--- src/rtl/updown_modcounter.sv ---
// Up/down counter with programmable modulus (MAX_VAL+1), parallel load and wrap pulse.
// Optional compile-time saturate mode: define UDCNT_SAT_EN to add the sat port.
module updown_modcounter #(
  parameter int unsigned     WIDTH   = 8,
  parameter longint unsigned MAX_VAL = (64'd1 << WIDTH) - 64'd1,
  parameter longint unsigned RST_VAL = 64'd0
) (
  input  logic             clk,
  input  logic             rstn,
  input  logic             en,
  input  logic             up_down,
  input  logic             load,
  input  logic [WIDTH-1:0] load_val,
`ifdef UDCNT_SAT_EN
  input  logic             sat,
`endif
  output logic [WIDTH-1:0] out,
  output logic             wrap,
  output logic             at_max,
  output logic             at_min
);

  localparam logic [WIDTH:0]   MAX_EXT = (WIDTH+1)'(MAX_VAL);
  localparam logic [WIDTH-1:0] MAX_Q   = WIDTH'(MAX_VAL);
  localparam logic [WIDTH-1:0] RST_Q   = WIDTH'(RST_VAL);

  if (WIDTH < 1 || WIDTH > 32) begin : g_bad_width
    $error("updown_modcounter: WIDTH=%0d outside 1..32", WIDTH);
  end
  if (MAX_VAL < 1 || MAX_VAL > ((64'd1 << WIDTH) - 64'd1)) begin : g_bad_max
    $error("updown_modcounter: MAX_VAL=%0d outside 1..2**WIDTH-1", MAX_VAL);
  end
  if (RST_VAL > MAX_VAL) begin : g_bad_rst
    $error("updown_modcounter: RST_VAL=%0d exceeds MAX_VAL=%0d", RST_VAL, MAX_VAL);
  end

  logic             sat_mode;
  logic [WIDTH-1:0] nxt_cnt;
  logic             nxt_wrap;

`ifdef UDCNT_SAT_EN
  assign sat_mode = sat;
`else
  assign sat_mode = 1'b0;
`endif

  // Loads above the modulus clamp to MAX_VAL rather than dropping high bits.
  function automatic logic [WIDTH-1:0] clamp_load(input logic [WIDTH-1:0] v);
    return ({1'b0, v} > MAX_EXT) ? MAX_Q : v;
  endfunction

  // Returns {wrap, next_count} for an up step.
  function automatic logic [WIDTH:0] limit_up(input logic [WIDTH-1:0] c, input logic s);
    logic [WIDTH:0] sum;
    sum = {1'b0, c} + (WIDTH+1)'(1);
    if (sum > MAX_EXT)
      return s ? {1'b0, MAX_Q} : {1'b1, {WIDTH{1'b0}}};
    return {1'b0, sum[WIDTH-1:0]};
  endfunction

  // Returns {wrap, next_count} for a down step.
  function automatic logic [WIDTH:0] limit_down(input logic [WIDTH-1:0] c, input logic s);
    if (c == '0)
      return s ? {1'b0, {WIDTH{1'b0}}} : {1'b1, MAX_Q};
    return {1'b0, c - WIDTH'(1)};
  endfunction

  always_comb begin
    nxt_cnt  = out;
    nxt_wrap = 1'b0;
    if (load)
      nxt_cnt = clamp_load(load_val);
    else if (en && up_down)
      {nxt_wrap, nxt_cnt} = limit_up(out, sat_mode);
    else if (en)
      {nxt_wrap, nxt_cnt} = limit_down(out, sat_mode);
  end

  // Registered count and wrap pulse
  always_ff @(posedge clk or negedge rstn) begin
    if (!rstn) begin
      out  <= RST_Q;
      wrap <= 1'b0;
    end else begin
      out  <= nxt_cnt;
      wrap <= nxt_wrap;
    end
  end

  assign at_max = (out == MAX_Q);
  assign at_min = (out == '0);

endmodule

--- config.mk ---
export PLATFORM = sky130hd
export DESIGN_NAME = updown_modcounter
export DESIGN_NICKNAME = d
export VERILOG_FILES = /design/src/rtl/updown_modcounter.sv
export SDC_FILE = /design/constraint.sdc
export NUM_CORES = 1
export LEC_CHECK = 0
export ABC_AREA = 0
export CAP_MARGIN = 20
export CELL_PAD_IN_SITES_DETAIL_PLACEMENT = 1
export CELL_PAD_IN_SITES_GLOBAL_PLACEMENT = 1
export CORE_UTILIZATION = 35
export CTS_CLUSTER_DIAMETER = 50
export CTS_CLUSTER_SIZE = 28
export DETAILED_ROUTE_END_ITERATION = 16
export PLACE_DENSITY_LB_ADDON = 0.1
export SLEW_MARGIN = 20
export SYNTH_ARGS = -nofsm -noshare
export SYNTH_HDL_FRONTEND = slang
export SYNTH_SLANG_ARGS = --single-unit
--- constraint.sdc ---
create_clock -name clk -period 3.6 [get_ports clk]
set_input_delay 0.72 -clock clk [delete_from_list [all_inputs] [get_ports clk]]
set_output_delay 0.72 -clock clk [all_outputs]
set_load 0.01 [all_outputs]
==> results.cfg, run 1 <==
[power]
finalPower_uw = 435
p_per_area_nw_per_um2 = 351
vdd_ir_drop_max_mv = 0.201
total_leakage_power_nw = 0.449

[timing]
worst_pin_slew_ns = 0.629
setup_tns_ns = 0
skew_ns = 0.00119
finalCriticalPeriod_ns = 3.05
fin_crit_sh_pct = 84.6
setup_viol = 0
hold_slack_ns = 0.760
maxSlewHeadroom_pct = 57.9
hold_viol_final = 0
slew_viol_final = 0
fmax_mhz = 328
rsz0062_at_grt = false

[critical_path]
arrival_ns = 2.33
timing.rr.start = out[0]$_DFFE_PN0P_
worstRegToRegCells = 7
crit_required_ns = 2.88
cp-startpoint = out[3]$_DFFE_PN0P_
worstPathMaxFanout = 13
start_kind = flip-flop
path_class = flip-flop to primary output
setup.worst_path.end_class = primary output

[clock_network]
cts_setup_buffers = 0
tritoncts = yes
cts_made_buffers = 3
clkLatencyLatePin_ns = 0.27
cts_root_buf = clkbuf_4
ctsResizeCount = 0
clock_path_buffers = 2
cts_sinks = 9
htree_levels = 1
clk_pin_slew_worst_paths_ns = 0.06
postCtsHoldBufs = 0

[global_routing]
grt_pass1_wl_mm = 5.42
grt_usage_pct = 22.7
grt_max_degree = 18
use_met2_pct = 37.5
use_met1_pct = 29.6
antenna_found_initial = 0
grt_pass1_vias = 1055
use_met3_pct = 2.11
overflow = 0
grt_busiest_layer = met2

[die]
die_h_um = 55.2
io_pins = 24
initial_core_util_pct = 38.6
die-area_um2 = 3050
core_um2 = 2570
die_x_um = 55.2
rows = 18

[place]
io_buffers = 23
dp.final_hpwl_mm = 2.43
place.gp.congestion = 0.847
post_dp_cell_area_um2 = 1210

[final_layout]
area_growth_pct = 24.7
final_cell_mix = 23 x clkdlybuf4s50_1, 9 x nand2_1, 9 x dfrtp_1
multi_input_area_um2 = 696
fillerInstances = 317
nets = 156
antenna_cells = 0
drive_gt1_share_pct = 7.25
final_core_utilization_pct = 48.2
layout.cells.most_common = clkdlybuf4s50_1
finalInstanceArea_um2 = 1240
seq_area_um2 = 225

[synthesis]
synth_warnings = 0
ys_ff_latch = 9
synth-edff-count = 0
async_reset_ff_share_pct = 100
synth.avg_cell_area_um2 = 8.20
synth_cell_types = 44
synth_area_um2 = 992
syn-instance-count = 121
ys_seq_area_share_pct = 22.7
synth_ff_type = dfrtp_1
synth_nets = 138

[detailed_routing]
vias = 1029
route.detailed.drc = 0
first_pass_iters = 4
dr.first_iter.drc_count = 34
postRouteAntennaNets = 0
drt-wirelength-per-cell_um = 19.2
postRouteWirelength_mm = 3.22
vias_per_cell = 6.13

[worst_hold_path]
timing.hold.worst.class = input port to async pin

[job]
maxCapViolCount = 0

[outcome]
status = finished, final reports clean
-- routing by layer --
layer | vias up | part of all wire [%]
li1 | 484 | -
met1 | 506 | 43
met2 | 34 | 50
met3 | 5 | 4.2
met4 | 0 | 2.0
met5 | - | 0
-- path summary, 6_finish.rpt --
| path | endpoint | slack (ns) |
|---|---|---|
| worst max-delay path | at_min | 0.55 |
| worst min-delay path | out[4]$_DFFE_PN0P_ | 0.76 |
| worst max register to register | out[5]$_DFFE_PN0P_ | 0.94 |
| worst min register to register | out[0]$_DFFE_PN0P_ | 0.82 |
| max in group asynchronous | out[3]$_DFFE_PN0P_ | 2.53 |
| min in group clk | out[0]$_DFFE_PN0P_ | 0.82 |
-- through the flow --
| stage | cells | worst slack (ns) |
|---|---|---|
| 2_1_floorplan | 121 | 1.35 |
| 3_3_place_gp | 164 | 0.875 |
| 3_5_place_dp | 164 | 0.842 |
| 4_1_cts | 168 | 0.531 |
| 5_1_grt | 168 | 0.403 |
| 6_report | 168 | 0.553 |
-- area by class of cell --
type | count | share of cell area, %
Multi-Input combinational cell | 96 | 56.2
Timing Repair Buffer | 23 | 18.6
Sequential cell | 9 | 18.2
Tap cell | 30 | 3.03
Clock buffer | 4 | 2.12
Inverter | 6 | 1.82
-- critical path, cell delays in order (launching register included) --
cell and delay, ns:
dfrtp_1 0.57, nor4_1 0.49, nand3b_1 0.32, inv_1 0.13, clkdlybuf4s50_1 0.54
-- sequential cells by signal, indices dropped and copies added, names as in the netlist --
signal,cells
out,8
wrap,1
-- logic make-up (layout without fill, tap and decap cells) --
logic type	after synthesis	count (layout)	synth area share [%]
AND/OR/NAND/NOR	43	43	24.8
AO/OA/AOI/OAI	37	37	29.4
buffers and inverters	16	33	7.19
XOR/XNOR	10	10	8.83
flip-flops	9	9	22.7
adder cells (fa/ha/maj)	4	4	5.04
multiplexers	2	2	2.02
-- power breakdown --
| part | internal [mW] | total [mW] | leakage, nW | switching (mW) |
|---|---|---|---|---|
| combinational | 0.0931 | 0.187 | 0.327 | 0.0940 |
| sequential | 0.114 | 0.165 | 0.108 | 0.0511 |
| clock | 0.0430 | 0.0828 | 0.0150 | 0.0398 |
-- cells in the mapped netlist, types with 2 or more instances --
cell / instances / area [um^2]
and2_1: 2 / 12.5
o21ai_0: 7 / 35.0
nand3b_1: 2 / 15.0
ha_1: 4 / 50.1
o41ai_1: 4 / 35.0
nor3_1: 4 / 20.0
nor2_1: 7 / 26.3
buf_2: 6 / 30.0
a21oi_1: 6 / 30.0
a31oi_1: 4 / 25.0
xnor2_1: 6 / 52.6
nand2_1: 9 / 33.8
dfrtp_1: 9 / 225
nor3b_1: 3 / 22.5
o22ai_1: 2 / 12.5
a221oi_1: 2 / 17.5
inv_1: 6 / 22.5
mux2i_1: 2 / 20.0
xor2_1: 4 / 35.0
or3_1: 5 / 31.3
clkbuf_1: 3 / 11.3
nand2b_1: 2 / 12.5
Note: power is estimated with default switching activity, not from simulation.
==> inputs of run 2 (changes only) <==
--- a/config.mk
+++ b/config.mk
@@ -9,7 +9,7 @@
 export CAP_MARGIN = 20
 export CELL_PAD_IN_SITES_DETAIL_PLACEMENT = 1
 export CELL_PAD_IN_SITES_GLOBAL_PLACEMENT = 1
-export CORE_UTILIZATION = 35
+export CORE_UTILIZATION = 32
 export CTS_CLUSTER_DIAMETER = 50
 export CTS_CLUSTER_SIZE = 28
 export DETAILED_ROUTE_END_ITERATION = 16
==> constraint.sdc (replaced) <==
create_clock -name clk -period 2.6 [get_ports clk]
set_input_delay 0.52 -clock clk [delete_from_list [all_inputs] [get_ports clk]]
set_output_delay 0.52 -clock clk [all_outputs]
set_load 0.01 [all_outputs]
==> run 2 against run 1 <==
Against the previous run: the run now ends with DRC left; hold slack got worse by 0.20 ns; register-to-register slack worse by 0.71 ns; first-iteration DRC count increased by 65%.
==> results.cfg, run 2 (synthesized netlist as in run 1, its figures left out) <==
[outcome]
status = finished with violations
violations = DRC

[place]
place.gp.congestion = 0.844
dp.final_hpwl_mm = 2.60
post_dp_cell_area_um2 = 1300
pre_cts_slack_ns = 0.289
io_buffers = 23

[critical_path]
cp-startpoint = out[2]$_DFFE_PN0P_
setup.worst_path.end_class = primary output
arrival_ns = 2.01
slowest_delay_ns = 0.55
timing.rr.start = out[1]$_DFFE_PN0P_
start_kind = flip-flop
cpMaxStageDelayCell = nor4_1
crit_required_ns = 2.08
crit_chain = nor4_1, nand3b_1, inv_1, clkdlybuf4s50_1
path_class = flip-flop to primary output
worstPathMaxFanout = 3

[timing]
setup_viol = 0
maxSlewHeadroom_pct = 59.6
setup_ws_ns = 0.0719
fin_crit_sh_pct = 97.2
finalCriticalPeriod_ns = 2.53
fmax_mhz = 396
rsz0062_at_grt = false
worst_pin_slew_ns = 0.600
skew_ns = 0.00255
setup_tns_ns = 0
hold_viol_final = 0
slew_viol_final = 0

[final_layout]
top_register = out
antenna_cells = 0
top_regs = out x8, wrap x1
nets = 168
layout.cells.most_common = clkdlybuf4s50_1
finalInstanceArea_um2 = 1330
drive_gt1_share_pct = 15.3
fillerInstances = 350
area_growth_pct = 34.2
largest_reg_flops = 8
final_cell_mix = 23 x clkdlybuf4s50_1, 12 x buf_4, 9 x nand2_1, 9 x dfrtp_1

[clock_network]
clkLatencyLatePin_ns = 0.26
cts_sinks = 9
cts_root_buf = clkbuf_4
postCtsHoldBufs = 0
htree_levels = 1
tritoncts = yes
clk_pin_slew_worst_paths_ns = 0.06
cts_made_buffers = 3
clock_path_buffers = 2

[global_routing]
grt_usage_pct = 22.3
grt_pass1_wl_mm = 5.53
grt_max_degree = 14
overflow = 0
antenna_found_initial = 0
grt_pass1_vias = 1119

[detailed_routing]
dr.first_iter.drc_count = 56
postRouteAntennaNets = 0
drt-wirelength-per-cell_um = 18.5
first_pass_iters = 10
route.detailed.drc = 2
vias = 1068
vias_per_cell = 5.90
postRouteWirelength_mm = 3.35

[die]
core_um2 = 2850
die-area_um2 = 3330
io_pins = 24
die_h_um = 57.7
rows = 19
initial_core_util_pct = 34.8
die_x_um = 57.7

[power]
total_leakage_power_nw = 0.505
p_per_area_nw_per_um2 = 474
vdd_ir_drop_max_mv = 0.120

[job]
maxCapViolCount = 0

[worst_hold_path]
timing.hold.worst.class = input port to async pin
run 2: cell types whose count changed in the layout (fill, tap and decap cells not counted):
cell,previous run,this run
buf_4,0,12
ha_1,4,3
ha_2,0,1
run 2: area by class of cell:
class                      instances  area (um^2)  area share, %
tap                               31         38.8           2.91
timing repair buffer              35          320           24.1
inverter                           6         22.5           1.69
sequential                         9          225           16.9
clock buffer                       4         26.3           1.97
multi-input combinational         96          698           52.4
run 2: per-layer routing:
| metal | global-route usage (%) | vias up | routed length [um] |
|---|---|---|---|
| met3 | 1.56 | 6 | 114 |
| li1 | - | 514 | - |
| met4 | 10.2 | 0 | 47 |
| met1 | 29.9 | 514 | 1570 |
| met5 | 0 | - | 0 |
| met2 | 37.0 | 34 | 1620 |
run 2: stage by stage:
| step | utilization, % | power (mW) | hold slack [ns] | instances |
|---|---|---|---|---|
| 3_5_place_dp | 45.7 | 0.520 | 0.662 | 177 |
| 5_1_grt | 46.7 | 0.670 | 0.589 | 181 |
| 2_1_floorplan | - | 0.386 | 0.224 | 121 |
| 3_3_place_gp | 45.7 | 0.514 | 0.642 | 177 |
| 4_1_cts | 46.6 | 0.628 | 0.562 | 181 |
| 6_report | 46.7 | 0.630 | 0.555 | 181 |
run 2: critical path, delay by kind of cell (launching register included):
kind / cells / cell delay, ns
buffers and inverters: 2 / 0.63
flip-flops: 1 / 0.39
AND/OR/NAND/NOR: 2 / 0.73
run 2: repair_timing:
action | 4_1_cts | 5_1_grt
buffers inserted | 0 | 0
resized for setup | 0 | 1
endpoints found under the setup margin | 0 | 1
run 2: final timing paths:
path,to,slack (ns),cells past startpoint
setup / recovery,at_min,0.07,4
hold / removal,out[4]$_DFFE_PN0P_,0.56,1
setup reg to reg,out[3]$_DFFE_PN0P_,0.23,7
hold reg to reg,out[0]$_DFFE_PN0P_,0.67,2
max in group asynchronous,out[7]$_DFFE_PN0P_,1.75,1
min in group clk,out[0]$_DFFE_PN0P_,0.67,2
run 2: power by group:
part           internal [mW]  switching (mW)  leakage [nW]  total [mW]
registers              0.158          0.0287         0.108       0.187
logic                  0.154           0.182         0.382       0.337
clock network         0.0591          0.0477        0.0150       0.107
==> inputs of run 3 (changes only) <==
--- a/config.mk
+++ b/config.mk
@@ -5,14 +5,14 @@
 export SDC_FILE = /design/constraint.sdc
 export NUM_CORES = 1
 export LEC_CHECK = 0
-export ABC_AREA = 0
-export CAP_MARGIN = 20
+export ABC_AREA = 1
 export CELL_PAD_IN_SITES_DETAIL_PLACEMENT = 1
 export CELL_PAD_IN_SITES_GLOBAL_PLACEMENT = 1
-export CORE_UTILIZATION = 32
+export CORE_UTILIZATION = 30
 export CTS_CLUSTER_DIAMETER = 50
 export CTS_CLUSTER_SIZE = 28
 export DETAILED_ROUTE_END_ITERATION = 16
+export MAX_ROUTING_LAYER = met4
 export PLACE_DENSITY_LB_ADDON = 0.1
 export SLEW_MARGIN = 20
 export SYNTH_ARGS = -nofsm -noshare
==> run 3 against run 2 <==
Against the previous run: the run now ends clean; first-iteration DRC count decreased by 57%; clock skew decreased by 0.0021 ns; final area decreased by 2.3%; final cell count increased by 25%; die area increased by 5.8%; highest routed layer unchanged.
==> results.cfg, run 3 <==
[outcome]
status = finished, final reports clean

[clock_network]
clkLatencyLatePin_ns = 0.27
cts_root_buf = clkbuf_4
clk_pin_slew_worst_paths_ns = 0.06
cts_sinks = 9
tritoncts = yes
clock_path_buffers = 2
cts_made_buffers = 3
postCtsHoldBufs = 0
htree_levels = 1

[final_layout]
layout.cells.most_common = nand2_1
antenna_cells = 0
final_cell_mix = 46 x nand2_1, 22 x clkdlybuf4s50_1, 21 x nor2_1
multi_input_area_um2 = 664
drive_gt1_share_pct = 15.4
top_regs = out x8, wrap x1
seq_area_um2 = 228
largest_reg_flops = 8
area_growth_pct = 31.9
finalNonFillerCells = 226
fillerInstances = 420
top_register = out
nets = 200

[synthesis]
synth_area_um2 = 986
synth_nets = 172
synth_fa_ha_area_share_pct = 5.08
synth-edff-count = 0
synthMuxAreaShare_pct = 0
ys_seq_area_share_pct = 22.8
synth-compound-area-share_pct = 9.14
synth_top_family_by_area = simple AND/OR/NAND/NOR gates
synth_warnings = 0
async_reset_ff_share_pct = 100
syn-instance-count = 155
synth_cell_types = 27
synth.most_common_cell = nand2_1
yosys.area.top_type_share_pct = 22.8
synth.avg_cell_area_um2 = 6.36
yosys.area_share.simple_pct = 50.5
yosysTopAreaCell = dfrtp_1
synth_commonest_cells = 46 x nand2_1, 21 x nor2_1, 17 x inv_1, 15 x nand3_1, 9 x dfrtp_1
synth_xor_area_share_pct = 2.66
ys_ff_latch = 9
synthTopCellsByArea = dfrtp_1 23%, nand2_1 18%, nor2_1 8.0%, nand3_1 7.6%, inv_1 6.5%
synth_ff_type = dfrtp_1

[detailed_routing]
route.detailed.drc = 0
dr.first_iter.drc_count = 24
first_pass_iters = 4
postRouteAntennaNets = 0
drt-wirelength-per-cell_um = 12.8
vias = 1074
postRouteWirelength_mm = 2.90
vias_per_cell = 4.75

[timing]
worst_pin_slew_ns = 0.444
fin_crit_sh_pct = 93.9
skew_ns = 0.000404
maxSlewHeadroom_pct = 70.3
hold_viol_final = 0
rsz0062_at_grt = false
slew_viol_final = 0
setup_viol = 0
setup_tns_ns = 0
hold_slack_ns = 0.559
finalCriticalPeriod_ns = 2.44
fmax_mhz = 409

[critical_path]
arrival_ns = 1.92
crit_required_ns = 2.08
path_class = flip-flop to primary output
setup.worst_path.end_class = primary output
worstPathMaxFanout = 8
start_kind = flip-flop

[die]
core_um2 = 3080
initial_core_util_pct = 32.0
rows = 20
die-area_um2 = 3520
io_pins = 24
die_x_um = 59.3
die_h_um = 59.3

[place]
io_buffers = 23
place.gp.congestion = 0.825
dp.final_hpwl_mm = 2.45
dp_cells = 222

[power]
switchingPower_uw = 239
p_clk_share_pct = 20.1
power.internal_uw = 331
p_per_area_nw_per_um2 = 438
total_leakage_power_nw = 0.656
swShare_pct = 41.9
vdd_ir_drop_max_mv = 0.278
seqPwrFrac_pct = 33.8
pwr-share-comb_pct = 46.1

[job]
maxCapViolCount = 0

[global_routing]
antenna_found_initial = 0
grt_usage_pct = 20.4
overflow = 0
grt_pass1_wl_mm = 5.07
grt_pass1_vias = 1118
grt_max_degree = 11

[worst_hold_path]
timing.hold.worst.class = input port to async pin
[run 3: cell count changes after synthesis, moves of 6 or more]
cell	change
nand2_2	+6
inv_1	+11
nand2_1	+37
buf_2	-6
nand3_1	+14
nor2_1	+14
[run 3: worst paths after layout]
check / cells past startpoint / from / slack [ns] / to
hold / removal: 1 / rstn / 0.56 / out[6]$_DFFE_PN0P_
setup reg to reg: 11 / out[0]$_DFFE_PN0P_ / 0.78 / out[3]$_DFFE_PN0P_
min in group clk: 2 / out[1]$_DFFE_PN0P_ / 0.60 / out[1]$_DFFE_PN0P_
hold reg to reg: 2 / out[1]$_DFFE_PN0P_ / 0.60 / out[1]$_DFFE_PN0P_
setup / recovery: 6 / out[0]$_DFFE_PN0P_ / 0.16 / at_max
max in group asynchronous: 1 / rstn / 1.71 / out[0]$_DFFE_PN0P_
[run 3: metrics by stage]
step           setup slack, ns  utilization [%]  total power [mW]  area [um^2]
2_1_floorplan            0.900                -             0.350          986
3_3_place_gp             0.421             41.2             0.453         1270
3_5_place_dp             0.345             41.2             0.459         1270
4_1_cts                 0.0198             42.1             0.579         1290
5_1_grt                 0.0276             42.2             0.623         1300
6_report                 0.158             42.2             0.570         1300
[run 3: area by class of cell]
cell class,instances,share of cell area (%)
Multi-Input combinational cell,123,51.1
Timing Repair Buffer,25,19.1
Sequential cell,9,17.5
Inverter,21,6.06
Tap cell,44,4.23
Clock buffer,4,2.02
[run 3: worst max-delay path: stages, from the launching register on]
cell             delay [ns]
dfrtp_2                0.45
ha_1                   0.22
nand2_2                0.09
inv_1                  0.08
nand2_1                0.08
nor2_1                 0.16
clkdlybuf4s50_1        0.56
[run 3: cells by family (layout without fill, tap and decap cells)]
kind of cell	Yosys count	in the layout
simple gates	102	102
compound gates	14	14
flops	9	9
xor+xnor	3	3
fa+ha+maj	4	4
buf+inv	23	50
[run 3: power by group through the flow]
stage | Clock, mW | Combinational [mW] | Sequential (mW)
3_5_place_dp | 0 | 0.264 | 0.195
2_1_floorplan | 0 | 0.155 | 0.195
6_report | 0.114 | 0.263 | 0.193
5_1_grt | 0.129 | 0.297 | 0.197
4_1_cts | 0.121 | 0.266 | 0.192
3_3_place_gp | 0 | 0.260 | 0.193
[run 3: metal layers]
| layer | up-vias | GRT usage [%] | share of wire, % |
|---|---|---|---|
| met5 | - | - | 0 |
| met4 | 0 | 9.52 | 1.8 |
| met3 | 5 | 2.18 | 2.9 |
| li1 | 549 | - | - |
| met1 | 496 | 26.5 | 50 |
| met2 | 24 | 31.6 | 46 |
[run 3: timing repair]
item,4_1_cts,5_1_grt
buffers inserted,0,0
resized for setup,0,3
endpoints found under the setup margin,0,2
